[src/rtl/data_mem_sync.sv]
// Single-port data memory with a fixed access latency of WAIT_CYCLES+1 clocks.
// One request in flight at a time: IDLE accepts, WAIT counts down, RESP commits and answers.
module data_mem_sync #(
    parameter int DATA_W      = 32,
    parameter int DEPTH       = 64,
    parameter int ADDR_W      = 32,
    parameter int WAIT_CYCLES = 1
) (
    input  logic              clk,
    input  logic              rst_n,
    input  logic              req_valid,
    output logic              req_ready,
    input  logic              req_write,
    input  logic [ADDR_W-1:0] req_addr,
    input  logic [DATA_W-1:0] req_wdata,
    output logic              resp_valid,
    output logic [DATA_W-1:0] resp_rdata,
    output logic              resp_err
);

    localparam int         IDX_W     = (DEPTH > 1) ? $clog2(DEPTH) : 1;
    localparam int         CMP_W     = ((ADDR_W > 17) ? ADDR_W : 17) + 1;
    localparam logic [3:0] WAIT_LOAD = 4'(WAIT_CYCLES);

    typedef enum logic [1:0] {IDLE, WAIT, RESP} state_t;

    state_t            state_q;
    logic [3:0]        cnt_q;
    logic              write_q;
    logic [ADDR_W-1:0] addr_q;
    logic [DATA_W-1:0] wdata_q;
    logic [DATA_W-1:0] rdata_q;
    logic              err_q;
    logic              resp_valid_q;
    logic [DATA_W-1:0] resp_rdata_q;
    logic              resp_err_q;

    // Each word stores data XOR its power-up value, so a zero fill reads back as word 9 = 1, word 10 = 5.
    logic [DATA_W-1:0] mem_q [DEPTH] = '{default: '0};

    logic              enterResp_d;
    logic              accWrite_d;
    logic [ADDR_W-1:0] accAddr_d;
    logic [DATA_W-1:0] accWdata_d;
    logic [CMP_W-1:0]  accAddrExt_d;
    logic [IDX_W-1:0]  accIdx_d;
    logic              accInRange_d;
    logic [DATA_W-1:0] accInit_d;

    // With no wait states the access is committed on the accept edge, so use the live request fields.
    always_comb begin
        accWrite_d   = (state_q == IDLE) ? req_write : write_q;
        accAddr_d    = (state_q == IDLE) ? req_addr  : addr_q;
        accWdata_d   = (state_q == IDLE) ? req_wdata : wdata_q;
        enterResp_d  = rst_n && (((state_q == IDLE) && req_valid && (WAIT_CYCLES == 0)) ||
                                 ((state_q == WAIT) && (cnt_q <= 4'd1)));
        accAddrExt_d = CMP_W'(accAddr_d);
        accIdx_d     = IDX_W'(accAddrExt_d);
        accInRange_d = accAddrExt_d < CMP_W'(DEPTH);
        accInit_d    = '0;
        if ((DEPTH > 10) && (32'(accIdx_d) == 9)) begin
            accInit_d = DATA_W'(1);
        end else if ((DEPTH > 10) && (32'(accIdx_d) == 10)) begin
            accInit_d = DATA_W'(5);
        end
    end

    always_ff @(posedge clk) begin
        if (enterResp_d && accWrite_d && accInRange_d) begin
            mem_q[accIdx_d] <= accWdata_d ^ accInit_d;
        end
    end

    always_ff @(posedge clk or negedge rst_n) begin
        if (!rst_n) begin
            state_q      <= IDLE;
            cnt_q        <= 4'd0;
            write_q      <= 1'b0;
            addr_q       <= '0;
            wdata_q      <= '0;
            rdata_q      <= '0;
            err_q        <= 1'b0;
            resp_valid_q <= 1'b0;
            resp_rdata_q <= '0;
            resp_err_q   <= 1'b0;
        end else begin
            resp_valid_q <= 1'b0;
            case (state_q)
                IDLE: begin
                    if (req_valid) begin
                        write_q <= req_write;
                        addr_q  <= req_addr;
                        wdata_q <= req_wdata;
                        cnt_q   <= WAIT_LOAD;
                        state_q <= (WAIT_CYCLES == 0) ? RESP : WAIT;
                    end
                end
                WAIT: begin
                    cnt_q <= cnt_q - 4'd1;
                    if (cnt_q <= 4'd1) begin
                        state_q <= RESP;
                    end
                end
                RESP: begin
                    resp_valid_q <= 1'b1;
                    resp_err_q   <= err_q;
                    if (!write_q) begin
                        resp_rdata_q <= rdata_q;
                    end
                    state_q <= IDLE;
                end
                default: state_q <= IDLE;
            endcase
            if (enterResp_d) begin
                rdata_q <= accInRange_d ? (mem_q[accIdx_d] ^ accInit_d) : '0;
                err_q   <= !accInRange_d;
            end
        end
    end

    assign req_ready  = (state_q == IDLE);
    assign resp_valid = resp_valid_q;
    assign resp_rdata = resp_rdata_q;
    assign resp_err   = resp_err_q;

endmodule

[config.mk]
export PLATFORM = sky130hd
export DESIGN_NAME = data_mem_sync
export DESIGN_NICKNAME = d
export VERILOG_FILES = /design/src/rtl/data_mem_sync.sv
export SDC_FILE = /design/constraint.sdc
export NUM_CORES = 2
export LEC_CHECK = 0
export BUFFER_PORTS_ARGS = -buffer_cell sky130_fd_sc_hd__buf_4
export CORE_AREA = 3 3 345 432
export DETAILED_ROUTE_END_ITERATION = 8
export DIE_AREA = 0 0 348 435
export HOLD_SLACK_MARGIN = 0.1
export PLACE_DENSITY = 0.73
export SYNTH_ARGS = -nofsm -noshare
export SYNTH_HDL_FRONTEND = slang
export SYNTH_SLANG_ARGS = --single-unit
[constraint.sdc]
create_clock -name clk -period 4.7 [get_ports clk]
set_clock_uncertainty 0.05 [all_clocks]
set_input_delay 0.47 -clock clk [delete_from_list [all_inputs] [get_ports clk]]
set_output_delay 0.47 -clock clk [all_outputs]
set_load 0.01 [all_outputs]
**Word level (Yosys, flattened, before mapping)**

Memory sizes are Yosys's and may differ from the RTL's.
Cells that the tools add are included.

- Register bits after elaboration: 138
- Bits in writable memories: 2048
- Input bits: 68
- Output and inout bits: 35
- Memories kept: 1

- Add/subtract/negate cells: 1
- Magnitude comparators: 2
- Equal/unequal tests: 6
- Muxes and demuxes: 14
- Bitwise logic cells: 3
- Reduce and logical (&&, ||, !) cells: 11

Memories:

| name | words | width | rd ports | clocked after memory_dff | write ports | RTL line | RTL |
|---|---|---|---|---|---|---|---|
| mem_q | 64 | 32 | 1 | 0 | 1 | 39 | `logic [DATA_W-1:0] mem_q [DEPTH] = '{default: '0};` |

Operators by type and width:

| kind | number |
|---|---|
| two-way mux 32 bit | 4 |
| XOR 32 bit | 2 |
| less-than comparator 32 x 7 -> 1 bit, second input constant | 1 |
| == test 6 x 4 -> 1 bit, second input constant | 2 |
| one-hot mux 4 bit (2 select lines) | 1 |
| AND reduction 2 bit | 4 |
| <= comparator 4 x 1 -> 1 bit, second input constant | 1 |
| logical AND 1 bit | 4 |
| two-way mux 1 bit | 4 |
| two-way mux 2 bit | 2 |
| two-way mux 4 bit | 1 |
| one-hot mux 2 bit (2 select lines) | 1 |
| subtractor 4 x 1 -> 4 bit, second input constant | 1 |
| two-way mux 3 bit | 1 |
| == test 2 x 1 -> 1 bit, second input constant | 1 |
| == test 2 bit, second input constant | 1 |
| zero test 2 bit | 1 |
| != test 2 x 1 -> 1 bit, second input constant | 1 |
| != test 2 bit, second input constant | 1 |
| nonzero test 2 bit | 1 |
| zero test 1 bit | 1 |
| inverter 1 bit | 1 |

**Depth between registers and ports, before layout**

- Depth after elaboration: 7
- Mapped depth: 14
- Mapped depth without buffers: 9

**Worst setup path before layout**

No wires, ideal clock.

- Kind: reg2reg
- Start: register state_q[1]
- End: memory mem_q[0][0] (data pin)
- Setup time: 0.535 ns
- Arrival: 3.869 ns
- Setup slack: 0.246 ns
- Cell stages (with the launch flop): 11
- Buffers on the path: 4
- Path through: dfrtp_1 buf_6 or2_1 buf_6 inv_2 mux2i_1 buf_2 buf_2 nor2_1 o21ai_0 xor2_1

- Cells in the longest elaborated chain, start to end: 6
- Elaborated cells on any way between the ends: 8
- Classes of those cells: 2 x eq/ne; 4 x mux; 1 x bitwise; 1 x reduce/logical

RTL lines:

| item | RTL line | RTL |
|---|---|---|
| start: declaration | 27 | `state_t state_q;` |
| start signal: assignment | 95 | `state_q <= (WAIT_CYCLES == 0) ? RESP : WAIT;` |
| zero test 2 bit (*) | 53, 54 |  |
| two-way mux 32 bit | 53 | `accAddr_d = (state_q == IDLE) ? req_addr : addr_q;` |
| == test 6 x 4 -> 1 bit | 63 | `end else if ((DEPTH > 10) && (32'(accIdx_d) == 10)) begin` |
| two-way mux 3 bit | 63 |  |
| two-way mux 32 bit | 61 | `if ((DEPTH > 10) && (32'(accIdx_d) == 9)) begin` |
| XOR 32 bit (*) | 70 | `mem_q[accIdx_d] <= accWdata_d ^ accInit_d;` |
| end: declaration | 39 |  |

Mark *: on every way between the ends. The rest lies on a longest branch, timed or not.

**Worst setup path after layout**

- Start: register state_q[1]
- End: memory mem_q[54][29] (enable)

- Cells in the longest elaborated chain, start to end: 7
- Elaborated cells on any way between the ends: 11
- Classes of those cells: 1 x order compare; 1 x eq/ne; 4 x mux; 5 x reduce/logical

RTL lines:

| item |
|---|
| parallel branches: the longest is 7 deep, another holds less-than comparator 32 x 7 -> 1 bit |

Several ways; the timed one is not identified.

==> impl_metrics.yaml <==
timing:
  holdWs_ns: 0.1408
  max_freq_ghz: 0.2278
  final-hold-violation-count: 0
  worstMarginPinSlew_ns: 1.307
  finalWorstPathRequiredPeriod_ns: 4.390
  fin_ws_ns: 0.3100
  setup_viol: 0
  fin_crit_sh_pct: 93.40
  drv_slew: 0
  tns_ns: 0
  relSlewSlack_pct: 12.83
  rsz0062_at_grt: "no"
logic_synthesis:
  synth_fp_nets: 4820
  synth_commonest_cells: "edfxtp_1 (2048), o22ai_1 (945), nand2_1 (487)"
  ys_ff_latch: 2186
  yosysMostFrequentCell: "edfxtp_1"
  yosys_warnings: 0
  syn_inst: 4750
  ys_seq_area_share_pct: 81.58
  synth_top_cell_area_share_pct: 77.24
  synth_cell_types: 66
  async_flop_share_pct: 6.313
  synthTopCellsByArea: "edfxtp_1 (77%), o22ai_1 (7.4%), dfrtp_1 (4.3%), nand2_1 (2.3%), nor4_1 (1.4%)"
  synth_edf_count: 2048
  synth.avg_cell_area_um2: 16.76
  dominantRegCellSynth: "edfxtp_1"
  netlist.top_cell.by_area: "edfxtp_1"
  synth_area_um2: 79620
clocking:
  cts_tree: "done"
  cts_root_buf: "clkbuf_16"
  cts_setup_buffers: 0
  htree_levels: 4
  cts_made_buffers: 189
  clk_pin_slew_ns: 0.06
  cts_sinks: 2186
  insertion_delay_ns: 0.84
  cts_buffer_depth: 3
global_route:
  overflow: 0
  grt_pass1_wl_mm: 367.1
  antenna_found_initial: 19
  grt_max_degree: 120
  track_usage_pct: 34.32
  grt_pass1_vias: 49840
pwr:
  p_leak_uw: 0.03010
  max-vdd-ir-drop_mv: 0.5944
  p_per_area_nw_per_um2: 656.0
floorplanning:
  dieArea_um2: 151400
  fp-row-count: 156
  coreArea_um2: 145000
  start_util_pct: 54.90
  die_height_um: 435
  io_pins: 103
  die_w_um: 348
place:
  place_area_um2: 85080
  dp_slack_ns: 0.5036
  portBuffers: 102
  hpwlAfterDp_mm: 149.9
  gp_congestion: 0.9289
drt:
  ant_nets: 0
  num_vias: 51910
  via_per_inst: 7.236
  wl_mm: 264.2
  drtIter0Drc: 9370
  first_pass_iters: 8
  wl_per_cell_um: 36.83
  route.detailed.drc: 0
setup_path:
  worstPathArrival_ns: 4.85
  crit_type: "register to register"
  cp-start-kind: "register"
  required_ns: 5.16
  path_max_fanout: 13
  cp-end-kind: "register"
outcome:
  run_status: "finished, final reports clean"
cells_and_area:
  postLayoutCellArea_um2: 91980
  final_nets: 5174
  syn_to_final_growth_pct: 15.53
  drive_gt1_share_pct: 15.74
min_path:
  hold_class: "input port to async pin"
run:
  maxCapViolCount: 0
[what timing repair did]
action,CTS,global route
hold endpoints to repair,203,0
gates resized for setup,0,0
hold buffers,67,0
endpoints found under the setup margin,0,0
[metrics by stage]
stage | total power [uW] | std cells | utilization, %
finish | 60340 | 7174 | 63.42
global route | 61510 | 7167 | 63.41
CTS | 59480 | 7162 | 63.39
detailed placement | 44130 | 6741 | 58.67
global placement | 43680 | 6741 | 58.67
floorplan | 35980 | 4750 | -
[worst paths after layout]
check	startpoint	to	slack (ns)	depth (start not counted)
max in group asynchronous	rst_n	rdata_q[21]	3.48	3
max reg2reg	state_q[1]	mem_q[54][29]	0.31	9
min in group clk	req_addr[16]	addr_q[16]	0.34	4
max	state_q[1]	mem_q[54][29]	0.31	9
min reg2reg	addr_q[14]	addr_q[14]	0.43	2
min	rst_n	rdata_q[18]	0.14	3
[critical path, stage by stage (launching register included)]
cell and delay [ns]:
dfrtp_1 0.55, or2_2 0.37, inv_2 0.13, nor4_1 0.29, nand4_1 0.15, a211o_2 0.37, a21oi_2 0.51, nand2_1 0.66
nor2_4 0.65, buf_4 0.31
[cells by family after synthesis]
| family | count (synthesis) | share of synthesized area [%] |
|---|---|---|
| flip-flops | 2186 | 81.58 |
| AO/OA/AOI/OAI | 1220 | 9.861 |
| AND/OR/NAND/NOR | 960 | 5.592 |
| buffers and inverters | 309 | 1.942 |
| multiplexers | 69 | 0.9476 |
| XOR/XNOR | 4 | 0.04401 |
| adder cells (fa/ha/maj) | 2 | 0.03143 |
[final cells by class]
class / instances / area (um^2)
tap: 1896 / 2372
antenna: 11 / 27.53
inverter: 8 / 30.03
timing repair buffer: 464 / 4616
clock inverter: 102 / 1057
clock buffer: 252 / 5110
fill: 9531 / 53050
sequential: 2186 / 64950
multi-input combinational: 2255 / 13810
[state kept, by name (all words and copies together), names as in the netlist]
signal	count
addr_q	32
cnt_q	4
err_q	1
mem_q	2048
rdata_q	32
resp_err	1
resp_rdata	32
resp_valid	1
state_q	2
wdata_q	32
write_q	1
[metal layers]
layer  wire, um  track usage, %
met1      82760           43.40
met2     116500           51.10
met5         44               0
met4      21450           21.92
met3      43410           11.60
[where the power goes]
part	switching, uW	internal (uW)
clock	7000	8630
combinational	13900	4690
sequential	476	25700
[layout by cell type, fill, tap and decap left out, types with 7 or more instances in the layout]
cell | synthesis | routed
o41ai_1 | 16 | 16
clkinvlp_4 | 0 | 8
clkbuf_8 | 0 | 8
o221ai_1 | 43 | 43
inv_6 | 0 | 7
o31ai_1 | 11 | 11
diode_2 | 0 | 11
dlygate4sd3_1 | 0 | 66
mux2_2 | 37 | 37
a22oi_1 | 13 | 12
a31oi_1 | 26 | 26
clkinv_2 | 0 | 33
nor3_1 | 25 | 25
buf_4 | 38 | 320
dfrtp_1 | 138 | 138
mux2i_1 | 28 | 26
nor2_4 | 0 | 66
inv_1 | 7 | 7
a32o_1 | 18 | 18
clkbuf_1 | 84 | 52
clkbuf_16 | 0 | 192
nand2_1 | 487 | 460
o21ai_1 | 23 | 23
nor2_1 | 138 | 72
clkinv_1 | 0 | 28
nand3_1 | 34 | 34
buf_12 | 0 | 77
nor2b_1 | 8 | 8
nor4_1 | 173 | 173
bufinv_16 | 0 | 17
nand2_2 | 0 | 27
o22ai_1 | 945 | 945
a21oi_1 | 72 | 72
edfxtp_1 | 2048 | 2048
or4_1 | 30 | 30
o21ai_0 | 16 | 16
and3_1 | 31 | 31
Power figures use the tool's default switching activity.
